### config.mk
export PLATFORM = sky130hd
export DESIGN_NAME = pitch_scorer
export DESIGN_NICKNAME = d
export VERILOG_FILES = /design/src/rtl/pitch_scorer.sv
export SDC_FILE = /design/constraint.sdc
export NUM_CORES = 1
export LEC_CHECK = 0
export ABC_AREA = 1
export CAP_MARGIN = 25
export CORE_MARGIN = 4
export CORE_UTILIZATION = 51
export CTS_CLUSTER_SIZE = 20
export DETAILED_ROUTE_END_ITERATION = 10
export PLACE_DENSITY = 0.84
export SYNTH_ARGS = -nofsm -noshare
export SYNTH_HDL_FRONTEND = slang
export SYNTH_SLANG_ARGS = --single-unit
### constraint.sdc
create_clock -name clk -period 4.55 [get_ports clk]
set_clock_uncertainty 0.05 [all_clocks]
set_input_delay 0.455 -clock clk [delete_from_list [all_inputs] [get_ports clk]]
set_output_delay 0.455 -clock clk [all_outputs]
set_load 0.05 [all_outputs]
### src/rtl/pitch_scorer.sv
// Grades one sung/reference frequency pair per start pulse into a 0/1/4/7/10 score and keeps song totals.
// Define OCTAVE_FOLD_EN to fold the pair into a common octave before grading; otherwise octave errors score 0.
module pitch_scorer #(
  parameter int FREQ_W    = 15,
  parameter int MAX_OCT   = 8,
  parameter int TOL_SHIFT = 6,
  parameter int ACC_W     = 16
) (
  input  logic              clk,
  input  logic              rst,
  input  logic              enable,
  input  logic              start,
  input  logic              clear_acc,
  input  logic [FREQ_W-1:0] sung_freq_in,
  input  logic [FREQ_W-1:0] ref_freq_in,
  output logic              busy,
  output logic              done,
  output logic [3:0]        score,
  output logic              out_of_range,
  output logic [ACC_W-1:0]  total_score,
  output logic [ACC_W-1:0]  note_count
);

  localparam int SW = FREQ_W + MAX_OCT + 1;
  localparam int DW = SW + TOL_SHIFT;

  typedef enum logic [2:0] {IDLE, FOLD, DIFF, SCORE, DONE} state_t;

  state_t            r_state, w_next;
  logic [SW-1:0]     r_s, r_r, r_d, r_base;
  logic              r_invalid, r_done, r_oor;
  logic [3:0]        r_score;
  logic [ACC_W-1:0]  r_total, r_count;

  logic              w_sample, w_set_invalid;
  logic [SW-1:0]     w_d, w_base;
  logic [DW-1:0]     w_dx, w_bx;
  logic [3:0]        w_score;
  logic [ACC_W:0]    w_tot_sum;
  logic [ACC_W-1:0]  w_tot_sat, w_cnt_sat;

`ifdef OCTAVE_FOLD_EN
  localparam int KW = $clog2(MAX_OCT + 1);
  localparam logic [KW-1:0] K_MAX = KW'(MAX_OCT);

  logic [KW-1:0]     r_k;
  logic              w_shift_r, w_shift_s;
  logic [SW-1:0]     w_r2, w_s2, w_d1, w_d2;

  // Doubling cannot overflow: s/r never exceed FREQ_W+MAX_OCT significant bits.
  assign w_r2 = r_r << 1;
  assign w_s2 = r_s << 1;
`endif

  // NOTE: every signal written here gets a default first, so no path can infer a latch.
  always_comb begin
    w_next        = r_state;
    w_sample      = 1'b0;
    w_set_invalid = 1'b0;
`ifdef OCTAVE_FOLD_EN
    w_shift_r     = 1'b0;
    w_shift_s     = 1'b0;
`endif
    case (r_state)
      IDLE: begin
        if (start) begin
          w_sample = 1'b1;
          w_next   = FOLD;
        end
      end
      FOLD: begin
        if (r_s == '0 || r_r == '0) begin
          w_set_invalid = 1'b1;
          w_next        = DIFF;
        end
`ifdef OCTAVE_FOLD_EN
        else if (r_s >= w_r2) begin
          if (r_k == K_MAX) begin
            w_set_invalid = 1'b1;
            w_next        = DIFF;
          end else begin
            w_shift_r = 1'b1;
          end
        end else if (r_r >= w_s2) begin
          if (r_k == K_MAX) begin
            w_set_invalid = 1'b1;
            w_next        = DIFF;
          end else begin
            w_shift_s = 1'b1;
          end
        end
`endif
        else begin
          w_next = DIFF;
        end
      end
      DIFF:    w_next = SCORE;
      SCORE:   w_next = DONE;
      DONE:    w_next = IDLE;
      default: w_next = IDLE;
    endcase
  end

  // Error against the nearer of the two neighbouring octave images when folding.
  always_comb begin
`ifdef OCTAVE_FOLD_EN
    if (r_s >= r_r) begin
      w_d1   = r_s - r_r;
      w_d2   = w_r2 - r_s;
      w_base = r_r;
    end else begin
      w_d1   = r_r - r_s;
      w_d2   = w_s2 - r_r;
      w_base = r_s;
    end
    w_d = (w_d1 < w_d2) ? w_d1 : w_d2;
`else
    w_d    = (r_s >= r_r) ? (r_s - r_r) : (r_r - r_s);
    w_base = r_r;
`endif
  end

  assign w_dx = DW'(r_d);
  assign w_bx = DW'(r_base);

  always_comb begin
    w_score = 4'd0;
    if (r_invalid)                               w_score = 4'd0;
    else if ((w_dx << TOL_SHIFT)       <= w_bx)  w_score = 4'd10;
    else if ((w_dx << (TOL_SHIFT - 1)) <= w_bx)  w_score = 4'd7;
    else if ((w_dx << (TOL_SHIFT - 2)) <= w_bx)  w_score = 4'd4;
    else if ((w_dx << (TOL_SHIFT - 3)) <= w_bx)  w_score = 4'd1;
  end

  assign w_tot_sum = {1'b0, r_total} + {{(ACC_W - 3){1'b0}}, r_score};
  assign w_tot_sat = w_tot_sum[ACC_W] ? '1 : w_tot_sum[ACC_W-1:0];
  assign w_cnt_sat = (&r_count) ? r_count : r_count + ACC_W'(1);

  // NOTE: sequential state uses non-blocking assignments only; the reset is asynchronous.
  always_ff @(posedge clk or posedge rst) begin
    if (rst) begin
      r_state   <= IDLE;
      r_s       <= '0;
      r_r       <= '0;
      r_d       <= '0;
      r_base    <= '0;
      r_invalid <= 1'b0;
      r_done    <= 1'b0;
      r_oor     <= 1'b0;
      r_score   <= '0;
      r_total   <= '0;
      r_count   <= '0;
`ifdef OCTAVE_FOLD_EN
      r_k       <= '0;
`endif
    end else if (enable) begin
      r_state <= w_next;
      r_done  <= (r_state == DONE);

      if (w_sample) begin
        r_s       <= SW'(sung_freq_in);
        r_r       <= SW'(ref_freq_in);
        r_invalid <= 1'b0;
`ifdef OCTAVE_FOLD_EN
        r_k       <= '0;
`endif
      end
      if (w_set_invalid) r_invalid <= 1'b1;
`ifdef OCTAVE_FOLD_EN
      if (w_shift_r) begin
        r_r <= w_r2;
        r_k <= r_k + KW'(1);
      end
      if (w_shift_s) begin
        r_s <= w_s2;
        r_k <= r_k + KW'(1);
      end
`endif

      if (r_state == DIFF) begin
        r_d    <= w_d;
        r_base <= w_base;
      end
      if (r_state == SCORE) begin
        r_score <= w_score;
        r_oor   <= r_invalid;
      end

      // A clear arriving with a finished note restarts the totals from that note.
      if (clear_acc && r_state == DONE) begin
        r_total <= ACC_W'(r_score);
        r_count <= ACC_W'(1);
      end else if (clear_acc) begin
        r_total <= '0;
        r_count <= '0;
      end else if (r_state == DONE) begin
        r_total <= w_tot_sat;
        r_count <= w_cnt_sat;
      end
    end
  end

  // The done flag holds while stalled and is masked, so it reappears once enable returns.
  assign done         = r_done & enable;
  assign busy         = (r_state != IDLE);
  assign score        = r_score;
  assign out_of_range = r_oor;
  assign total_score  = r_total;
  assign note_count   = r_count;

endmodule

After elaboration in Yosys (flattened, before gate mapping)
Cells that the tools add are included.
{"block": "totals", "ff_bits": 111, "input_bits": 35, "out_inout_bits": 39, "wordCells": 65}
{"block": "op_classes", "addsub": 4, "order_cmp": 5, "n_eq_ne": 6, "mux": 22, "n_bitwise": 1, "reduce_logical": 16}
{"op": "two-way mux 16 bit", "count": 8}
{"op": "zero test 24 bit", "count": 2}
{"op": "subtractor 15 x 15 -> 16 bit", "count": 2}
{"op": "less-or-equal comparator 30 x 15 -> 1 bit", "count": 1}
{"op": "less-or-equal comparator 29 x 15 -> 1 bit", "count": 1}
{"op": "less-or-equal comparator 28 x 15 -> 1 bit", "count": 1}
{"op": "less-or-equal comparator 27 x 15 -> 1 bit", "count": 1}
{"op": "two-way mux 24 bit", "count": 1}
{"op": "adder 16 x 4 -> 17 bit", "count": 1}
{"op": "adder 16 x 1 -> 16 bit (second input constant)", "count": 1}
{"op": "AND reduction 16 bit", "count": 1}
{"op": ">= comparator 15 bit", "count": 1}
{"op": "case mux 3 bit (4 select lines)", "count": 1}
{"op": "AND reduction 2 bit", "count": 6}
{"op": "two-way mux 3 bit", "count": 3}
{"op": "two-way mux 4 bit", "count": 2}
{"op": "two-way mux 1 bit", "count": 7}
{"op": "== test 3 x 2 -> 1 bit (second input constant)", "count": 2}
{"op": "nonzero test 3 bit", "count": 2}
{"op": "== test 3 x 1 -> 1 bit (second input constant)", "count": 1}
{"op": "== test 3 bit (second input constant)", "count": 1}
{"op": "zero test 3 bit", "count": 1}
{"op": "!= test 3 x 2 -> 1 bit (second input constant)", "count": 1}
{"op": "AND reduction 3 bit", "count": 1}
{"op": "5 further kinds", "count": 5}

Logic depth before layout (Yosys ltp)
Gate-level depths: netlist of run 1.
{"block": "logic_depth", "word_depth": 6, "depth_mapped": 17}

Worst setup path before layout of run 1
OpenSTA, ideal clock, no wires.
{"block": "synth_timing", "kind": "register to register", "from": "register r_score[0], in the netlist score[0]", "to": "register r_total[1], in the netlist total_score[1]", "setup_ns": 0.068, "t_arrival_ns": 2.167, "required_time_ns": 4.432, "slack_ns": 2.265, "path_stages_with_launch": 14, "n_path_buf": 1, "period_less_slack_ns": 2.285, "path_cell_list": "dfrtp_1 > ha_1 > inv_1 > fa_1 > inv_1 > nand2_1 > nand2_2 > nand2_4 > nor2_4 > nand3_4 > buf_6 > nand2_2 > nand2_1 > nand3_2"}
{"block": "synth_via", "elab_chain_len": 5}
{"item": "from (decl)", "line": "32", "rtl": "logic [3:0] r_score;"}
{"item": "from (signal assigned)", "line": "185", "rtl": "r_score <= w_score;"}
{"item": "adder 16 x 4 -> 17 bit", "line": "135", "rtl": "assign w_tot_sum = {1'b0, r_total} + {{(ACC_W - 3){1'b0}}, r_score};"}
{"item": "two-way mux 16 bit", "line": "136", "rtl": "assign w_tot_sat = w_tot_sum[ACC_W] ? '1 : w_tot_sum[ACC_W-1:0];"}
{"item": "two-way mux 16 bit", "line": "196", "rtl": "end else if (r_state == DONE) begin"}
{"item": "two-way mux 16 bit", "line": "193", "rtl": "end else if (clear_acc) begin"}
{"item": "two-way mux 16 bit", "line": "190", "rtl": "if (clear_acc && r_state == DONE) begin"}
{"item": "to (signal assigned)", "line": "191", "rtl": "r_total <= ACC_W'(r_score);"}
{"item": "to (signal assigned)", "line": "197", "rtl": "r_total <= w_tot_sat;"}
{"item": "to (decl)", "line": "33", "rtl": "logic [ACC_W-1:0] r_total, r_count;"}
No other way between the ends. The select of a mux whose other input is x is not followed.
A chain may end at the register's enable or synchronous reset.

Final worst setup path of run 1
{"block": "layout_timing", "from": "input port enable", "to": "output port done"}
{"block": "layout_via", "elab_chain_len": 1}
{"item": "from (decl)", "line": "11", "rtl": "input logic enable,"}
{"item": "AND 1 bit", "line": "204", "rtl": "assign done = r_done & enable;"}
{"item": "to (decl)", "line": "17", "rtl": "output logic done,"}
No other way between the ends.

==> qor.csv, run 1 <==
metric;value;unit
Final Hold Vio Count;0;
post-synth top area cell;dfrtp_1;
Mapped Cells;1203;
fmax;396.4;MHz
Multi-input gate area;4721;µm²
RSZ-0062 raised after global routing;false;
yosys warns;0;
# setup viols final;0;
largest cells by area after synthesis;dfrtp_1, nand2_1, ha_1, inv_1, nand3_1;
Critical Path RT;4.05;ns
Post-synth EDFFs;0;
synth unique cells;44;
Power per Cell Area;721.8;nW/µm²
crit-path max FO;8;
Final Slew Violations;0;
Worst-Skew Late Latency;0.36;ns
Final HPWL DP;15490;µm
Seq/Total Area, Yosys;31.77;%
largest net degree at the start of global routing;77;
GR peak layer;met2;
WL/cell;13.36;µm
Die ar.;17990;µm²
R2R Path End;r_d[4];
total CTS buffers;9;
Fill cells;1385;
total track usage;22.45;%
leakage;4.845;nW
Syn Area/Cell;6.745;µm²
post-synth net total;1318;
Post-route DRC;0;
hold buffers post-CTS;0;
HP Class;in2async;
vias per cell;5.225;
met2 Resource Use GR;37.20;%
CORE AREA;15370;µm²
setup TNS;0;ns
starting density of the core;52.79;%
Worst Setup End Kind;output port;
routability cong.;0.9300;
Top Ports;74;
DRT antenna net count;0;
fin crit period;2.523;ns
initial antenna violation count;0;
Worst VDD drop;0.4250;mV
First DRT Iteration DRCs;510;
Pre-Repair DR Iteration Count;5;
clock transition at the registers of the reported paths;0.08;ns
Net Sw Frac;52.47;%
Clk pwr share;12.1;%
ys flop type;dfrtp_1;
first-pass GRT wire length;33640;µm
final core occ;60.64;%
CTS H-tree depth;3;
flop2flop setup slack;2.13;ns
internal power;3.198;mW
mapped cell area;8114;µm²
die height;134.1;µm
Max-Cap Viols;0;
crit path DAT;2.02;ns
CP Class;in2out;
cts repair resizes;0;
CTS tree;built;
Psw;3.530;mW
synthesized flop and latch total;103;
Min Hold Slack;0.4157;ns
CTS Sinks;103;
reg2reg start;r_s[0];
Worst setup SP type;primary input;
Non-Filler Instances;1478;
Reg area;2577;µm²
n_diodes;0;
Die W;134.1;µm
total gr overflow;0;
GR Util met1;29.62;%
R2R cell count;15;
final wirelength;19740;µm
Cell Rows;45;
Post-synth top cells;nand2_1, inv_1, dfrtp_1;
DR vias;7722;
Setup Buffers After CTS;0;
post-synthesis async set-or-reset flop share;100.0;%
vias in the first global route;7478;
power after layout;6.728;mW
Gate power share;65.2;%
Port Buffers;73;
period utilization;55.44;%
Flop pwr share;22.7;%
share of the synthesized area in the top cell type;31.77;%
share of cells above drive strength 1;4.499;%
area grow syn2layout;14.88;%
status;complete, no violations;
Final #Nets;1377;
Worst setup startpoint;enable;
CTS root buffer;clkbuf_16;
Max-slew headroom;57.64;%
Clock Tree Buf Depth;2;
met3 Usage GRT;3.638;%
placed cells;1460;
worst-margin pin slew;0.6338;ns
top-count cell post-synth;nand2_1;
cell type report:
type / instances / share of cell area (%)
Sequential cell: 103 / 27.65
Clock buffer: 9 / 2.416
Clock inverter: 7 / 0.9262
Tap cell: 211 / 2.832
Multi-Input combinational cell: 893 / 50.64
Timing Repair Buffer: 78 / 8.376
Inverter: 177 / 7.154
metrics by stage:
| step | area (µm²) | setup slack, ns |
|---|---|---|
| 6_report | 9321 | 2.027 |
| 4_1_cts | 9294 | 2.023 |
| 3_5_place_dp | 8982 | 1.926 |
| 3_3_place_gp | 8982 | 1.975 |
| 2_1_floorplan | 8114 | 1.341 |
| 5_1_grt | 9321 | 1.883 |
power by group through the flow:
| stage | logic [mW] | registers [mW] | clock network (mW) |
|---|---|---|---|
| 6_report | 4.39 | 1.53 | 0.811 |
| 3_3_place_gp | 4.21 | 1.52 | 0 |
| 5_1_grt | 5.08 | 1.57 | 0.856 |
| 4_1_cts | 4.36 | 1.52 | 0.822 |
| 2_1_floorplan | 3.32 | 1.56 | 0 |
| 3_5_place_dp | 4.32 | 1.54 | 0 |
logic make-up (layout without fill, tap and decap cells):
group	count (synthesis)	count (layout)	share of synthesized area, %
AO/OA/AOI/OAI	130	130	8.743
adder cells (fa/ha/maj)	80	80	12.61
flip-flops	103	103	31.77
XOR/XNOR	20	20	2.159
AND/OR/NAND/NOR	663	663	34.66
buffers and inverters	207	271	10.05
registers in the layout, summed over array words and instances (netlist names), 3 cells and up:
name and cells:
note_count 16, r_d 16, total_score 16, r_base 15
r_r 15, r_s 15, score 4, r_state 3
metal layers:
layer / share of wire, % / vias to the layer above
met2: 47 / 233
met4: 3.1 / 0
met3: 5.4 / 54
met5: 0 / -
met1: 45 / 3502
li1: - / 3933
critical path, stage by stage:
cell and delay [ns]:
clkdlybuf4s50_1 0.63, nand2_1 0.08, inv_1 0.06, clkdlybuf4s50_1 0.79
worst max-delay path by stage:
stage | end
floorplan | note_count[0]
global placement | note_count[5]
detailed placement | note_count[5]
CTS | done
global route | r_d[4]
finish | done
cell usage in the layout (no fill, tap or decap), types with 2 or more instances in the layout:
cell,Yosys,final
a21oi_1,31,31
o21ai_2,4,4
inv_1,170,169
nor2_1,69,69
or2_2,2,2
inv_2,7,7
o21ai_0,72,72
xor2_1,17,17
a21o_1,3,3
o21ai_1,7,7
nor2_2,4,4
nand3_1,77,77
dfrtp_1,103,103
nor4_1,9,9
inv_6,0,2
nor3_1,16,16
nand2_2,8,8
fa_1,3,3
clkbuf_16,0,9
xnor2_1,3,3
and2_1,4,4
nand2_1,437,437
nand2_4,2,2
nor2_4,2,2
clkdlybuf4s50_1,0,73
o21bai_1,3,3
inv_8,0,2
nand3b_1,3,3
nand4_1,23,23
ha_1,77,77
nand3_2,2,2
o31ai_1,5,5
buf_4,2,4
(Power assumes the default switching activity.)
==> inputs of run 2 (changes only) <==
--- a/config.mk
+++ b/config.mk
@@ -11,7 +11,7 @@
 export CORE_UTILIZATION = 51
 export CTS_CLUSTER_SIZE = 20
 export DETAILED_ROUTE_END_ITERATION = 10
-export PLACE_DENSITY = 0.84
+export PLACE_DENSITY = 0.87
 export SYNTH_ARGS = -nofsm -noshare
 export SYNTH_HDL_FRONTEND = slang
 export SYNTH_SLANG_ARGS = --single-unit
==> constraint.sdc (replaced) <==
create_clock -name clk -period 2.3 [get_ports clk]
set_clock_uncertainty 0.05 [all_clocks]
set_input_delay 0.23 -clock clk [delete_from_list [all_inputs] [get_ports clk]]
set_output_delay 0.23 -clock clk [all_outputs]
set_load 0.05 [all_outputs]
==> run 2 against run 1 <==
  * Critical path depth is 8 higher
  * Cell area is 1.4% higher
  * Sequential power is 98% higher
  * Global-route usage is 0.51 points higher
  * Highest routed layer unchanged
==> qor.csv, run 2 (synthesized netlist as in run 1, its figures left out) <==
metric;value;unit;change
power after layout;13.57;mW;+100%
# setup viols final;0;;unchanged
crit path DAT;2.44;ns;+0.42 ns
reg2reg start;score[0];;
internal power;6.523;mW;+100%
largest net degree at the start of global routing;104;;+35%
R2R Path End;total_score[6];;
period utilization;95.78;%;
CTS H-tree depth;3;;unchanged
DRT antenna net count;0;;unchanged
Power per Cell Area;1436;nW/µm²;+99%
Die W;134.1;µm;unchanged
Gate power share;66.7;%;+1.5 points
Worst setup SP type;flip-flop;;
fmax;454.0;MHz;
commonest cells after routing, fill and taps aside;nand2_1, inv_1, dfrtp_1;;
hold buffers post-CTS;0;;unchanged
clock transition at the registers of the reported paths;0.07;ns;about the same
Clk pwr share;11.0;%;-1.1 points
Net Sw Frac;51.93;%;-0.54 points
Cell Rows;45;;unchanged
RSZ-0062 raised after global routing;true;;
First DRT Iteration DRCs;571;;+12%
Psw;7.048;mW;+100%
commonest non-fill, non-tap cell in the layout;nand2_1;;
Final #Nets;1390;;+0.94%
initial antenna violation count;0;;unchanged
Final HPWL DP;15460;µm;-0.16%
Final Slew Violations;0;;unchanged
Die ar.;17990;µm²;unchanged
Final Hold Vio Count;0;;unchanged
routability cong.;0.9286;;-0.15%
Critical Path RT;2.54;ns;-1.51 ns
CTS tree;built;;
n_diodes;0;;unchanged
Worst path most repeated cell;nand2_1;;
leakage;4.880;nW;+0.71%
first-pass GRT wire length;34210;µm;+1.7%
Top Ports;74;;unchanged
Worst-Skew Late Latency;0.36;ns;about the same
crit-path cells;ha_2, inv_1, fa_1, inv_2, nand2_1, nand2_2, nand2_4, nor2_4, nand3_4, o21ai_2, nand2_1, nand2_1;;
worst-margin pin slew;0.6467;ns;+0.01296 ns
status;complete, no violations;;
Clock Tree Buf Depth;2;;unchanged
CP max-delay cell;dfrtp_1;;
final core occ;61.48;%;+0.84 points
R2R cell count;12;;-3
flop2flop setup slack;0.1;ns;-2.03 ns
vias in the first global route;7625;;+2.0%
starting density of the core;52.79;%;unchanged
fin crit period;2.203;ns;
WL/cell;13.59;µm;+1.7%
Port Buffers;73;;unchanged
vias per cell;5.291;;+1.3%
HP Class;in2async;;
CTS root buffer;clkbuf_16;;
Post-route DRC;0;;unchanged
Flop pwr share;22.3;%;-0.4 points
final wirelength;20250;µm;+2.6%
DR vias;7883;;+2.1%
total gr overflow;0;;unchanged
Pre-Repair DR Iteration Count;7;;+2
CP Class;reg2reg;;
Max-Cap Viols;0;;unchanged
total CTS buffers;9;;unchanged
CTS Sinks;103;;unchanged
die height;134.1;µm;unchanged
Max-slew headroom;56.79;%;-0.85 points
Worst VDD drop;0.8651;mV;+100%
crit-path max FO;8;;unchanged
critical path's largest stage delay;0.40;ns;-0.39 ns
CORE AREA;15370;µm²;unchanged
area grow syn2layout;16.47;%;
share of cells above drive strength 1;6.333;%;+1.8 points
total track usage;22.96;%;+0.51 points
Worst Setup End Kind;flip-flop;;
-- run 2: worst max path at each step --
stage | start | endpoint | cells past startpoint
2_1_floorplan | score[0] | total_score[1] | 13
3_3_place_gp | score[0] | total_score[13] | 12
3_5_place_dp | r_s[0] | r_d[9] | 15
4_1_cts | score[0] | total_score[6] | 12
5_1_grt | score[0] | total_score[5] | 12
6_report | score[0] | total_score[6] | 12
-- run 2: repair_timing --
action                                  4_1_cts  5_1_grt
setup buffers                                 0        5
hold endpoints to repair                      0        0
gates resized for setup                       0       14
endpoints found under the setup margin        0       30
-- run 2: critical path: cells and delay by family, from the launching register on --
| family | cells | cell delay, ns |
|---|---|---|
| adder cells (fa/ha/maj) | 2 | 0.61 |
| AND/OR/NAND/NOR | 7 | 0.82 |
| buffers and inverters | 2 | 0.16 |
| AO/OA/AOI/OAI | 1 | 0.10 |
| flip-flops | 1 | 0.40 |
-- run 2: layer usage --
metal | vias to the layer above | track usage [%] | wire [µm]
met1 | 3637 | 29.53 | 9013
met4 | 0 | 11.48 | 681
met5 | - | 0 | 0
met2 | 234 | 37.87 | 9492
met3 | 58 | 3.413 | 1062
li1 | 3954 | - | -
-- run 2: stage by stage --
step / instance area [µm²] / hold WS, ns / setup WS (ns) / setup TNS (ns) / std cells
2_1_floorplan: 8118 / 0.2764 / 0.01485 / 0 / 1203
3_3_place_gp: 9086 / 0.4167 / 0.1766 / 0 / 1469
3_5_place_dp: 9086 / 0.4213 / 0.1439 / 0 / 1469
4_1_cts: 9366 / 0.3479 / 0.07514 / 0 / 1484
5_1_grt: 9450 / 0.3918 / -0.03996 / -0.1262 / 1490
6_report: 9450 / 0.3268 / 0.09714 / 0 / 1490
-- run 2: power by group through the flow --
stage	registers [mW]	clock network, mW	logic, mW
floorplan	3.09	0	6.57
global placement	3.01	0	8.56
detailed placement	3.04	0	8.75
CTS	3.01	1.52	8.82
global route	3.10	1.57	10.4
finish	3.03	1.49	9.05
-- run 2: final cells by class --
class / count / area (µm²)
tap: 211 / 264.0
sequential: 103 / 2579
timing repair buffer: 90 / 893.4
clock buffer: 11 / 232.7
inverter: 177 / 668.1
clock inverter: 4 / 47.55
fill: 1317 / 5921
multi-input combinational: 894 / 4766
